$ cat src/rtl/onehot_decoder_seq.sv
// rtl/onehot_decoder_seq.sv - sequential one-hot strobe decoder with hold/gap timing and one-entry pending buffer
//
// Ports:
//   clk            rising-edge clock
//   rst_n          asynchronous active-low reset
//   in_valid       upstream transaction valid
//   in_ready       block can accept a transaction this cycle (= !pending full)
//   in_code        encoded index, sampled on acceptance
//   in_valid_data  encoder "any request" flag, sampled on acceptance
//   Data           registered one-hot (or all-zero) strobe
//   data_valid     high during HOLD cycles
//   none_flag      high during HOLD of a transaction with in_valid_data=0
//   busy           state != IDLE or pending buffer full
module onehot_decoder_seq #(
    parameter int CODE_W = 3,
    parameter int HOLD   = 2,
    parameter int GAP    = 1
) (
    input  logic                     clk,
    input  logic                     rst_n,
    input  logic                     in_valid,
    output logic                     in_ready,
    input  logic [CODE_W-1:0]        in_code,
    input  logic                     in_valid_data,
    output logic [(2**CODE_W)-1:0]   Data,
    output logic                     data_valid,
    output logic                     none_flag,
    output logic                     busy
);

    localparam int DATA_W = 2**CODE_W;

    localparam logic [1:0] S_IDLE = 2'd0;
    localparam logic [1:0] S_HOLD = 2'd1;
    localparam logic [1:0] S_GAP  = 2'd2;

    // Reload values; GAP_LD is unused when GAP is 0 and wraps harmlessly.
    localparam logic [3:0] HOLD_LD = 4'(HOLD - 1);
    localparam logic [3:0] GAP_LD  = 4'(GAP - 1);

    logic [1:0]        state;
    logic [3:0]        cnt;
    logic              pend_full;
    logic [CODE_W-1:0] pend_code;
    logic              pend_vd;

    logic              accept;
    logic              slot_end;
    logic              use_pend;
    logic              take_new;
    logic              write_pend;
    logic              load_out;
    logic [CODE_W-1:0] load_code;
    logic              load_vd;

    function automatic logic [DATA_W-1:0] decode(input logic [CODE_W-1:0] c, input logic v);
        decode = '0;
        if (v) begin
            decode[c] = 1'b1;
        end
    endfunction

    assign in_ready = !pend_full;
    assign busy     = (state != S_IDLE) || pend_full;
    assign accept   = in_valid && in_ready;

    always_comb begin
        // The last cycle of a slot: end of GAP, or end of HOLD when there is no gap.
        slot_end   = ((state == S_HOLD) && (cnt == 4'd0) && (GAP == 0)) ||
                     ((state == S_GAP)  && (cnt == 4'd0));
        use_pend   = slot_end && pend_full;
        // A new transaction goes straight to the output only when nothing older is waiting.
        take_new   = accept && ((state == S_IDLE) || (slot_end && !pend_full));
        write_pend = accept && !take_new;
        load_out   = use_pend || take_new;
        load_code  = use_pend ? pend_code : in_code;
        load_vd    = use_pend ? pend_vd   : in_valid_data;
    end

    always_ff @(posedge clk or negedge rst_n) begin
        if (!rst_n) begin
            state      <= S_IDLE;
            cnt        <= 4'd0;
            Data       <= '0;
            data_valid <= 1'b0;
            none_flag  <= 1'b0;
        end else if (load_out) begin
            Data       <= decode(load_code, load_vd);
            none_flag  <= !load_vd;
            data_valid <= 1'b1;
            cnt        <= HOLD_LD;
            state      <= S_HOLD;
        end else begin
            case (state)
                S_HOLD: begin
                    if (cnt != 4'd0) begin
                        cnt <= cnt - 4'd1;
                    end else if (GAP > 0) begin
                        Data       <= '0;
                        data_valid <= 1'b0;
                        none_flag  <= 1'b0;
                        cnt        <= GAP_LD;
                        state      <= S_GAP;
                    end else begin
                        Data       <= '0;
                        data_valid <= 1'b0;
                        none_flag  <= 1'b0;
                        state      <= S_IDLE;
                    end
                end
                S_GAP: begin
                    if (cnt != 4'd0) begin
                        cnt <= cnt - 4'd1;
                    end else begin
                        state <= S_IDLE;
                    end
                end
                S_IDLE: begin
                end
                default: begin
                    Data       <= '0;
                    data_valid <= 1'b0;
                    none_flag  <= 1'b0;
                    cnt        <= 4'd0;
                    state      <= S_IDLE;
                end
            endcase
        end
    end

    // Pending slot: a simultaneous drain and refill at end of slot leaves it full.
    always_ff @(posedge clk or negedge rst_n) begin
        if (!rst_n) begin
            pend_full <= 1'b0;
            pend_code <= '0;
            pend_vd   <= 1'b0;
        end else if (write_pend) begin
            pend_full <= 1'b1;
            pend_code <= in_code;
            pend_vd   <= in_valid_data;
        end else if (use_pend) begin
            pend_full <= 1'b0;
        end
    end

endmodule

$ cat config.mk
export PLATFORM = sky130hd
export DESIGN_NAME = onehot_decoder_seq
export DESIGN_NICKNAME = d
export VERILOG_FILES = /design/src/rtl/onehot_decoder_seq.sv
export SDC_FILE = /design/constraint.sdc
export NUM_CORES = 1
export LEC_CHECK = 0
export BUFFER_PORTS_ARGS = -buffer_cell sky130_fd_sc_hd__clkbuf_2
export CORE_MARGIN = 4
export CORE_UTILIZATION = 59
export DETAILED_ROUTE_END_ITERATION = 16
export GPL_TIMING_DRIVEN = 0
export PLACE_DENSITY = 0.91
export SLEW_MARGIN = 30
export SYNTH_ARGS = -nofsm -noshare
export SYNTH_HDL_FRONTEND = slang
export SYNTH_SLANG_ARGS = --single-unit
$ cat constraint.sdc
create_clock -name clk -period 4 [get_ports clk]
set_clock_uncertainty 0.2 [all_clocks]
set_input_delay 0.8 -clock clk [delete_from_list [all_inputs] [get_ports clk]]
set_output_delay 0.8 -clock clk [all_outputs]
set_load 0.05 [all_outputs]
==> results.sh <==
export IMPL_area_growth_syn_to_layout_pct=12.4
export IMPL_place_ws_ns=1.74
export IMPL_yosys_register_bits=21
export IMPL_drc_errors=0
export IMPL_synth_warnings=0
export IMPL_n_antenna_cell=0
export IMPL_vias_per_cell=5.96
export IMPL_final_common_cell="dfrtp_1"
export IMPL_p_int_w=0.000603
export IMPL_hpwl_um=1920
export IMPL_comb_power_share_pct=60.6
export IMPL_final_cell_mix="dfrtp_1, clkbuf_2, inv_1, a22o_1, nand2_1"
export IMPL_ys_seq_area_share_pct=43.2
export IMPL_numCtsBuffers=3
export IMPL_start_util_pct=62.1
export IMPL_regArea_sq_um=526
export IMPL_fin_ws_ns=1.57
export IMPL_multiInputGateArea_sq_um=623
export IMPL_place_gp_congestion=0.862
export IMPL_vdd_drop_max_mv=0.684
export IMPL_required_ns=3.00
export IMPL_syn_inst=113
export IMPL_p_total_w=0.00119
export IMPL_wl_per_cell_um=16.0
export IMPL_postCtsSetupRepairBufs=0
export IMPL_syn_area_per_cell_sq_um=10.8
export IMPL_clk_pin_slew_ns=0.12
export IMPL_drt_iter0_markers=21
export IMPL_grt_pass1_vias=963
export IMPL_maxCapViolCount=0
export IMPL_status="completed"
export IMPL_cpPeakStageDelay_ns=0.42
export IMPL_rsz0062_at_grt="false"
export IMPL_io_pins=19
export IMPL_max_slew_margin_pct=53.4
export IMPL_worstMarginPinSlew_ns=0.698
export IMPL_core_area_sq_um=1960
export IMPL_clock_fmax_ghz=0.412
export IMPL_cp_end_kind="output port"
export IMPL_pwr_share_seq_pct=30.6
export IMPL_final_antenna_net_count=0
export IMPL_fp_dieW_um=53.4
export IMPL_die_area_sq_um=2850
export IMPL_clkLatencyLatePin_ns=0.31
export IMPL_cts_root_buf="clkbuf_4"
export IMPL_overflow=0
export IMPL_swShare_pct=49.5
export IMPL_final_max_slew_violation_count=0
export IMPL_fill_cells=167
export IMPL_portBuffers=18
export IMPL_ys_types=39
export IMPL_cts_tree="yes"
export IMPL_crit_fanout=6
export IMPL_startpoint_type="flop"
export IMPL_cp_cell_sequence="inv_1 -> ha_1 -> nand2b_1 -> clkbuf_2"
export IMPL_fin_cells=162
export IMPL_slowest_stage="dfrtp_1"
export IMPL_path_class="flop to output port"
export IMPL_hold_ws_ns=0.233
export IMPL_syn_area_sq_um=1220
export IMPL_dr_total_vias=966
export IMPL_drive_gt1_share_pct=28.9
export IMPL_power_leakage_nw=0.665
export IMPL_num_nets_final=148
export IMPL_power_share_clock_pct=8.8
export IMPL_setup_viol=0
export IMPL_grt_max_degree=22
export IMPL_cts_buffer_depth=2
export IMPL_p_sw_w=0.000591
export IMPL_rows=16
export IMPL_drt_wl_total_um=2590
export IMPL_die_y_um=53.4
export IMPL_finalCriticalPeriod_ns=2.43
export IMPL_placed_cells=158
export IMPL_grt_pass1_wl_um=4440
export IMPL_synthesis_nets=125
export IMPL_antenna_found_initial=0
export IMPL_critPathArrivalTime_ns=1.43
export IMPL_hold_class="primary input to asynchronous set/reset pin"
export IMPL_fin_crit_sh_pct=60.7
export IMPL_cts_resized=0
export IMPL_grt_usage_pct=21.9
export IMPL_cts_hold_fix_buffers=0
export IMPL_dr_pass1_iters=4
export IMPL_final_hold_viol_count=0
export IMPL_p_per_area_nw_per_um2=873
export IMPL_setup_tns_ns=0
export IMPL_htreeDepth=1
export IMPL_clock_sinks=21
[worst max-delay path: cells and delay by family (launching register included)]
family,cells,cell delay [ns]
simple gates,1,0.10
fa+ha+maj,1,0.27
buf+inv,2,0.32
flops,1,0.42
[power groups by stage]
stage | logic (W) | registers, W | clock network [W]
after floorplan | 0.000506 | 0.000418 | 0
after global placement | 0.000680 | 0.000361 | 0
after detailed placement | 0.000715 | 0.000369 | 0
after CTS | 0.000718 | 0.000364 | 0.000109
after global routing | 0.000788 | 0.000378 | 0.000119
final | 0.000723 | 0.000366 | 0.000105
[cell families after synthesis]
family,count (synthesis),share of synthesized area [%]
compound gates,31,21.6
fa+ha+maj,5,5.14
buf+inv,14,5.65
flops,21,43.2
mux,8,7.09
simple gates,34,17.4
[worst paths after layout]
path / start / endpoint / slack [ns] / cells after the start
setup / recovery: state[1]$_DFFE_PN0P_ / busy / 1.57 / 4
hold / removal: rst_n / state[1]$_DFFE_PN0P_ / 0.23 / 1
setup reg to reg: cnt[0]$_DFFE_PN0P_ / Data[1]$_DFFE_PN0P_ / 1.75 / 6
hold reg to reg: Data[0]$_DFFE_PN0P_ / Data[0]$_DFFE_PN0P_ / 0.32 / 1
max in group asynchronous: rst_n / Data[3]$_DFFE_PN0P_ / 3.02 / 1
min in group clk: Data[0]$_DFFE_PN0P_ / Data[0]$_DFFE_PN0P_ / 0.32 / 1
[routing by layer]
layer / wire, um / vias up / part of all wire, % / track usage [%]
li1: - / 461 / - / -
met4: 51 / 0 / 2.0 / 10.2
met2: 1380 / 32 / 53 / 37.6
met5: 0 / - / 0 / 0
met1: 1050 / 467 / 40 / 26.8
met3: 113 / 6 / 4.4 / 2.82
[synthesized netlist by cell type, drive strengths merged]
cell     count  area [sq um]
a211oi       2          25.0
mux2         5          56.3
a21boi       1          7.51
nor2         3          11.3
a31oi        2          12.5
inv          9          33.8
nor4         1          6.26
and3         2          12.5
buf          3          27.5
o211ai       2          15.0
nor3         1          5.00
o311ai       1          8.76
dfrtp       21           526
o32ai        1          27.5
a21bo        1          10.0
a21o         3          25.0
clkbuf       2          7.51
nand4        3          18.8
nand2        7          26.3
mux2i        3          30.0
nand4bb      1          11.3
ha           5          62.6
o21ai        4          20.0
a21oi        3          15.0
nand3        5          30.0
nor3b        2          26.3
o22ai        2          18.8
nand2b       5          31.3
o31ai        1          7.51
a22o         8          70.1
nor2b        2          12.5
nor4b        1          8.76
or3b         1          11.3
[layout make-up]
type	instances	area share, %
inverters	9	2.47
plain buffers	5	2.56
flip-flops and latches	21	38.4
repair buffers	18	6.58
clock buffers	3	1.65
multi-input cells	78	45.5
clock inverters	1	0.366
well taps	27	2.47
[per-stage QoR]
| step | util (%) | area, sq um |
|---|---|---|
| 6_report | 69.8 | 1370 |
| 5_1_grt | 69.8 | 1370 |
| 4_1_cts | 69.8 | 1370 |
| 3_5_place_dp | 68.4 | 1340 |
| 3_3_place_gp | 68.4 | 1340 |
| 2_1_floorplan | - | 1220 |
[flip-flops by register name, indices dropped and copies added (netlist names)]
| register | cells |
|---|---|
| pend_full | 1 |
| Data | 8 |
| state | 2 |
| none_flag | 1 |
| pend_vd | 1 |
| cnt | 4 |
| data_valid | 1 |
| pend_code | 3 |
Note: power is estimated with default switching activity, not from simulation.
